## src/rtl/led_pattern_ctrl.sv

```systemverilog
`default_nettype none
`timescale 1ns/1ps
// ============================================================================
//  Module      : led_pattern_ctrl
//  Description : Steps one of four LED patterns on a 4-LED active-low bank,
//                one step per clk_1s edge. Mode changes arrive through a
//                valid/ready handshake and take effect only at pattern
//                boundaries. A level pause input holds the current step.
//  Ports       : clk_1s     - step clock (one edge = one pattern step)
//                rst_n      - asynchronous active-low reset
//                req_valid  - mode-change request valid
//                req_mode   - requested mode (sampled on accept)
//                req_ready  - high when no request is pending
//                pause      - level, holds the pattern while high
//                led        - LED drive, active-low (0 = lit)
//                mode       - mode currently displayed
//                step       - index of the step currently on led
//                running    - high in RUN state
//                mode_ack   - one-cycle pulse on the edge a mode is applied
//  Revision    : 1.0 - initial release
// ============================================================================
module led_pattern_ctrl #(
    parameter logic [1:0] DEFAULT_MODE = 2'd0
) (
    input  logic       clk_1s,
    input  logic       rst_n,
    input  logic       req_valid,
    input  logic [1:0] req_mode,
    output logic       req_ready,
    input  logic       pause,
    output logic [3:0] led,
    output logic [1:0] mode,
    output logic [2:0] step,
    output logic       running,
    output logic       mode_ack
);

    localparam logic [1:0] c_ST_IDLE   = 2'd0;
    localparam logic [1:0] c_ST_RUN    = 2'd1;
    localparam logic [1:0] c_ST_PAUSED = 2'd2;

    localparam logic [3:0] c_LED_OFF = 4'b1111;

    // Pattern lookup: LED drive for a given mode and step.
    function automatic logic [3:0] f_pattern(input logic [1:0] m, input logic [2:0] s);
        logic [3:0] v;
        v = c_LED_OFF;
        case (m)
            2'd0: begin
                case (s)
                    3'd0:    v = 4'b0111;
                    3'd1:    v = 4'b1011;
                    3'd2:    v = 4'b1101;
                    default: v = 4'b1110;
                endcase
            end
            2'd1: begin
                case (s)
                    3'd0:    v = 4'b1110;
                    3'd1:    v = 4'b1101;
                    3'd2:    v = 4'b1011;
                    default: v = 4'b0111;
                endcase
            end
            2'd2: begin
                v = (s == 3'd0) ? 4'b0000 : 4'b1111;
            end
            default: begin
                case (s)
                    3'd0:    v = 4'b0111;
                    3'd1:    v = 4'b1011;
                    3'd2:    v = 4'b1101;
                    3'd3:    v = 4'b1110;
                    3'd4:    v = 4'b1101;
                    default: v = 4'b1011;
                endcase
            end
        endcase
        return v;
    endfunction

    // Index of the final step of each pattern (length - 1).
    function automatic logic [2:0] f_last_step(input logic [1:0] m);
        logic [2:0] v;
        case (m)
            2'd0:    v = 3'd3;
            2'd1:    v = 3'd3;
            2'd2:    v = 3'd1;
            default: v = 3'd5;
        endcase
        return v;
    endfunction

    logic [1:0] r_state;
    logic [1:0] r_mode;
    logic [2:0] r_step;
    logic [3:0] r_led;
    logic       r_mode_ack;
    logic       r_pend_valid;
    logic [1:0] r_pend_mode;

    logic [1:0] w_state_nxt;
    logic [1:0] w_mode_nxt;
    logic [2:0] w_step_nxt;
    logic [3:0] w_led_nxt;
    logic       w_mode_ack_nxt;
    logic       w_pend_valid_nxt;
    logic [1:0] w_pend_mode_nxt;

    logic       w_boundary;
    logic       w_accept;
    logic [1:0] w_start_mode;
    logic [2:0] w_step_inc;

    assign w_boundary   = (r_step == f_last_step(r_mode));
    // The handshake only runs once the sequencer has left IDLE; in IDLE a
    // request is consumed directly on the start edge instead.
    assign w_accept     = req_valid && !r_pend_valid && (r_state != c_ST_IDLE);
    assign w_start_mode = req_valid ? req_mode : r_mode;
    assign w_step_inc   = w_boundary ? 3'd0 : (r_step + 3'd1);

    always_comb begin
        w_state_nxt      = r_state;
        w_mode_nxt       = r_mode;
        w_step_nxt       = r_step;
        w_led_nxt        = r_led;
        w_mode_ack_nxt   = 1'b0;
        w_pend_valid_nxt = r_pend_valid;
        w_pend_mode_nxt  = r_pend_mode;

        case (r_state)
            c_ST_IDLE: begin
                if (!pause) begin
                    w_state_nxt    = c_ST_RUN;
                    w_mode_nxt     = w_start_mode;
                    w_mode_ack_nxt = req_valid;
                    w_step_nxt     = 3'd0;
                    w_led_nxt      = f_pattern(w_start_mode, 3'd0);
                end
            end
            default: begin
                // RUN and PAUSED share the advance rules; a resume from
                // PAUSED advances on the same edge pause is seen low.
                if (pause) begin
                    w_state_nxt = c_ST_PAUSED;
                end else begin
                    w_state_nxt = c_ST_RUN;
                    // Only a request pending before this edge may apply, so a
                    // request accepted on a boundary waits a full pattern.
                    if (w_boundary && r_pend_valid) begin
                        w_mode_nxt       = r_pend_mode;
                        w_step_nxt       = 3'd0;
                        w_led_nxt        = f_pattern(r_pend_mode, 3'd0);
                        w_mode_ack_nxt   = 1'b1;
                        w_pend_valid_nxt = 1'b0;
                    end else begin
                        w_step_nxt = w_step_inc;
                        w_led_nxt  = f_pattern(r_mode, w_step_inc);
                    end
                end
                // Accept requires no pending entry, so it never collides with
                // the clear above.
                if (w_accept) begin
                    w_pend_valid_nxt = 1'b1;
                    w_pend_mode_nxt  = req_mode;
                end
            end
        endcase
    end

    always_ff @(posedge clk_1s or negedge rst_n) begin
        if (!rst_n) begin
            r_state      <= c_ST_IDLE;
            r_mode       <= DEFAULT_MODE;
            r_step       <= 3'd0;
            r_led        <= c_LED_OFF;
            r_mode_ack   <= 1'b0;
            r_pend_valid <= 1'b0;
            r_pend_mode  <= 2'd0;
        end else begin
            r_state      <= w_state_nxt;
            r_mode       <= w_mode_nxt;
            r_step       <= w_step_nxt;
            r_led        <= w_led_nxt;
            r_mode_ack   <= w_mode_ack_nxt;
            r_pend_valid <= w_pend_valid_nxt;
            r_pend_mode  <= w_pend_mode_nxt;
        end
    end

    // All outputs come straight from flops (ready/running via one gate each).
    assign led       = r_led;
    assign mode      = r_mode;
    assign step      = r_step;
    assign mode_ack  = r_mode_ack;
    assign req_ready = ~r_pend_valid;
    assign running   = (r_state == c_ST_RUN);

endmodule
`default_nettype wire

```

## config.mk

```make
export PLATFORM = sky130hd
export DESIGN_NAME = led_pattern_ctrl
export DESIGN_NICKNAME = d
export VERILOG_FILES = /design/src/rtl/led_pattern_ctrl.sv
export SDC_FILE = /design/constraint.sdc
export NUM_CORES = 1
export LEC_CHECK = 0
export CAP_MARGIN = 20
export CORE_UTILIZATION = 45
export CTS_CLUSTER_SIZE = 24
export DETAILED_ROUTE_END_ITERATION = 8
export GPL_ROUTABILITY_DRIVEN = 0
export HOLD_SLACK_MARGIN = 0.12
export PLACE_DENSITY = 0.68
export SETUP_SLACK_MARGIN = 0.2
export SYNTH_ARGS = -nofsm -noshare
export SYNTH_HDL_FRONTEND = slang
export SYNTH_SLANG_ARGS = --single-unit
```

## constraint.sdc

```tcl
create_clock -name clk_1s -period 3.95 [get_ports clk_1s]
set_clock_uncertainty 0.2 [all_clocks]
set_input_delay 0.79 -clock clk_1s [delete_from_list [all_inputs] [get_ports clk_1s]]
set_output_delay 0.79 -clock clk_1s [all_outputs]
set_load 0.01 [all_outputs]
```

-- Word level (Yosys, flattened, before mapping)
Cells that the tools add are included.
- add/subtract/negate cells: 1
- eq/ne operators: 14
- mux-type cells: 32
- bitwise operators: 3
- reduce and logical (&&, ||, !) cells: 15
- operators with widths (operator ; count):
    $pmux 4 s3 ; 4
    $mux 4 ; 5
    $mux 2 ; 8
    $pmux 4 s2 ; 2
    $mux 3 ; 5
    $eq 2x1->1 const B ; 4
    $mux 1 ; 7
    $eq 2x2->1 const B ; 3
    $eq 3x2->1 const B ; 2
    $pmux 3 s2 ; 1
    $reduce_bool 2->1 ; 3
    $logic_not 2->1 ; 2
    $reduce_and 2->1 ; 2
    $reduce_or 2->1 ; 2
    $add 3x1->3 const B ; 1
    $eq 3x1->1 const B ; 1
    $eq 3x3->1 ; 1
    $eq 3x3->1 const B ; 1
    $logic_and 1x1->1 ; 3
    $logic_not 3->1 ; 1
    $not 1->1 ; 3
    $reduce_and 3->1 ; 1
    $ne 2x1->1 const B ; 1
    $ne 2x2->1 const B ; 1
    $logic_not 1->1 ; 1
- bits in registers: 15
- input port bits: 6
- output and inout bits: 12
- word-level logic and storage cells: 72

-- Depth between registers and ports, before layout
- depth after elaboration: 12
- mapped depth: 10
- mapped depth without buffers: 8

-- Least setup slack after synthesis
Ideal clock, no wire load.
- path kind: input -> register
- from: input req_valid
- to: register r_led[2] (netlist: led[2])
- setup time: 0.073 ns
- arrival: 1.903 ns
- required time: 3.677 ns
- slack: 1.774 ns
- stages: 8
- path buffers: 0
- path through: mux2i_1 inv_1 ha_1 nand2b_1 o22ai_1 a41oi_1 a21bo_2 o2bb2ai_1
- cells in the longest elaborated chain, start to end: 5
- elaborated cells between the ends (all ways): 6
- ends and longest elaborated chain (what ; RTL line ; text):
    start: declaration ; 27 ; input logic req_valid,
    $mux 2 (*) ; 119 ; assign w_start_mode = req_valid ? req_mode : r_mode;
    $eq 2x2->1 or $eq 2x1->1 (tied branches) ; 48 ; case (m)
    $pmux 4 s2 (*) ; 48 ;
    $mux 4 (*) ; 133 ; if (!pause) begin
    $mux 4 (*) ; 131 ; case (r_state)
    end signal: assignment ; 176 ; r_led <= c_LED_OFF;
    end signal: assignment ; 184 ; r_led <= w_led_nxt;
    end: declaration ; 97 ; logic [3:0] r_led;
Mark *: on every way between the ends. The rest lies on a longest branch, timed or not. The select of a mux whose other input is x is not followed.
A chain may end at the register's enable or synchronous reset.

-- Worst setup path after layout
- from: register r_mode[1] (netlist: mode[1])
- to: output mode[1]
- RTL lines (what ; RTL line ; text):
    start: declaration ; 95 ; logic [1:0] r_mode;
    start signal: assignment ; 182 ; r_mode <= w_mode_nxt;
    end: declaration ; 32 ; output logic [1:0] mode,
No word-level cell between the ends.

==> reports/metrics.cfg <==
[min_path]
hold_path.startpoint=led[3]$_DFFE_PN1N_
worst_hold_path_type=reg2reg

[synth]
netlist.top_cell.by_area=dfrtp_1
synth_seq_cells=15
netlist_top_cells_area=dfrtp_1, dfstp_2, ha_1, nand2_1, o21ai_0
synth_top_area_share_pct=22.8
syn_area_per_cell_um2=8.37
seq_area_frac_synth_pct=31.6
synth_warnings=0
synth.distinct_cells=47
synthFlopType=dfrtp_1
synthesis.nets=155
syn_inst=144
synth_area_um2=1200
synth_enable_flop_cells=0
yosysMostFrequentCell=nand2_1
async_flop_share_pct=100
synthTopCellsByCount=nand2_1, dfrtp_1, inv_1, nor2_1, o21ai_0

[pwr]
p_leak_nw=0.600
power_switching_mw=0.422
power.internal_mw=0.534
clock_power_share_pct=9.6
seqPwrFrac_pct=33.3
p_per_area_nw_per_um2=688
p_comb_share_pct=57.2
vdd.ir_drop.worst_mv=0.399
swShare_pct=44.2

[worst_setup_path]
worstReg2RegStart=step[0]$_DFFE_PN0N_
crit_path_end_kind=output port
reg2reg_to=led[3]$_DFFE_PN1N_
startpoint_type=flip-flop
cp-startpoint=mode[1]$_DFFE_PN0P_
rr_worst_depth=6
cp.depth=1
critPathKind=reg2out
critPathMaxFanout=20
rrSetupSlack_ns=1.38
critPathArrivalTime_ns=1.64
crit_path_cell_trace=clkdlybuf4s50_1
critical_path.top_delay_family=flip-flops
max_stage_delay_ns=0.71
worstPathRequired_ns=2.96
cp_slowest_cell=dfrtp_1
critPathBufInv=1
setup.worst_path.end=mode[1]

[sta]
fin_crit_sh_pct=66.7
timing.final.hold_violations=0
layout_setup_ws_ns=1.32
finalSetupViolCount=0
rsz0062_at_grt=no
fin_crit_ns=2.63
relSlewSlack_pct=55.6
timing.setup.tns_ns=0
fmax_ghz=0.380
maxSlewViolCount=0
worst_pin_slew_ns=0.664

[floorplanning]
die_h_um=53.7
core_um2=2500
die_w_um=53.7
io_pins=18
num_rows=18
start_util_pct=48.2
dieArea_um2=2890

[grt]
grt_pass1_wl_um=4710
grt_pass1_vias=1020
antenna_found_initial=0
grt_overflow=0
grt_max_degree=21
grt_util_all_layers_pct=22.8

[route]
drc_errors=0
vias_per_cell=5.96
routed_wl_um=2730
wl_per_cell_um=14.8
drt_iter0_drc=24
firstDrtPassIters=4
final_antenna_net_count=0
vias=1103

[cts]
cts_hold_repair.buffers=0
cts_buffers=3
htreeDepth=1
clk_pin_slew_ns=0.09
clock_latency_ns=0.30
cts_buffer_depth=2
root_buffer=clkbuf_4
cts.sinks=15
cts_setup_buffers=0
cts_tree=done
ctsResizeCount=0

[flow_run]
drv_cap=0

[place]
io_buffers=17
hpwlAfterDp_um=2050
dpl_worst_slack_ns=1.08

[finish]
drive_above_1_share_pct=9.03
multi_input_area_um2=737
fin_nets=167
nFillCells=227
seq_area_um2=380
antennaDiodeCount=0
syn2layout_area_growth_pct=15.3

[run_status]
status=finished, final reports clean

final cells by class:
cell class,count,share of cell area (%)
inverter,10,2.70
multi-input combinational,109,53.1
sequential,15,27.4
clock buffer,4,1.89
timing repair buffer,17,12.3
tap,30,2.70
power by group through the flow:
| stage | sequential (mW) | clock (mW) | combinational, mW |
|---|---|---|---|
| after global placement | 0.318 | 0 | 0.537 |
| after global routing | 0.333 | 0.0989 | 0.607 |
| after detailed placement | 0.320 | 0 | 0.543 |
| after CTS | 0.318 | 0.0923 | 0.547 |
| final | 0.318 | 0.0916 | 0.546 |
| after floorplan | 0.279 | 0 | 0.417 |
worst min path at each step:
stage / endpoint / slack, ns / cells past startpoint
global placement: led[3]$_DFFE_PN1N_ / 0.28 / 1
finish: led[3]$_DFFE_PN1N_ / 0.30 / 1
floorplan: r_pend_valid$_DFFE_PN0P_ / 0.27 / 1
global route: led[3]$_DFFE_PN1N_ / 0.31 / 1
detailed placement: led[3]$_DFFE_PN1N_ / 0.28 / 1
CTS: led[3]$_DFFE_PN1N_ / 0.30 / 1
sequential cells by signal, indices dropped and copies added, names as in the netlist:
name and cells:
led 4, step 3, mode 2, r_pend_mode 2
r_state 2, mode_ack 1, r_pend_valid 1
layer usage:
| metal | track usage, % | part of all wire (%) |
|---|---|---|
| met1 | 28.7 | 46 |
| met2 | 36.8 | 48 |
| met3 | 3.95 | 2.7 |
| met4 | 12.3 | 2.8 |
| met5 | 0 | 0 |
placed cells by master (no fill, tap or decap), types with 2 or more instances in the layout:
cell type        instances
clkbuf_4                 3
a221oi_1                 2
o32ai_1                  2
inv_1                   10
nand3_1                  4
mux2_2                   3
nand2_1                 15
nand4_1                  2
o31ai_1                  3
nand2b_1                 6
xor2_1                   2
a21oi_1                  4
a211o_1                  2
o21ai_0                 10
dfstp_2                  4
dfrtp_1                 11
mux2i_1                  2
o2bb2ai_1                2
o21a_1                   2
clkdlybuf4s50_1         17
ha_1                     5
o22ai_1                  3
nor2b_1                  7
nor2_1                  10
and3_1                   2
cell families (layout without fill, tap and decap cells):
kind of cell / Yosys count / count (layout) / share of synthesized area [%]
compound gates: 44 / 44 / 27.2
mux: 5 / 5 / 4.47
flops: 15 / 15 / 31.6
fa+ha+maj: 5 / 5 / 5.19
buf+inv: 20 / 31 / 7.27
xor+xnor: 3 / 3 / 2.18
simple gates: 52 / 52 / 22.1
stage by stage:
step           hold slack, ns  power [mW]  std cells  area [um^2]  utilization [%]
6_report                0.303       0.956        185         1390             55.6
5_1_grt                 0.308        1.04        185         1390             55.6
4_1_cts                 0.303       0.957        185         1390             55.6
3_5_place_dp            0.284       0.864        181         1360             54.5
3_3_place_gp            0.285       0.855        181         1360             54.5
2_1_floorplan           0.272       0.695        144         1200                -
Power figures use the tool's default switching activity.
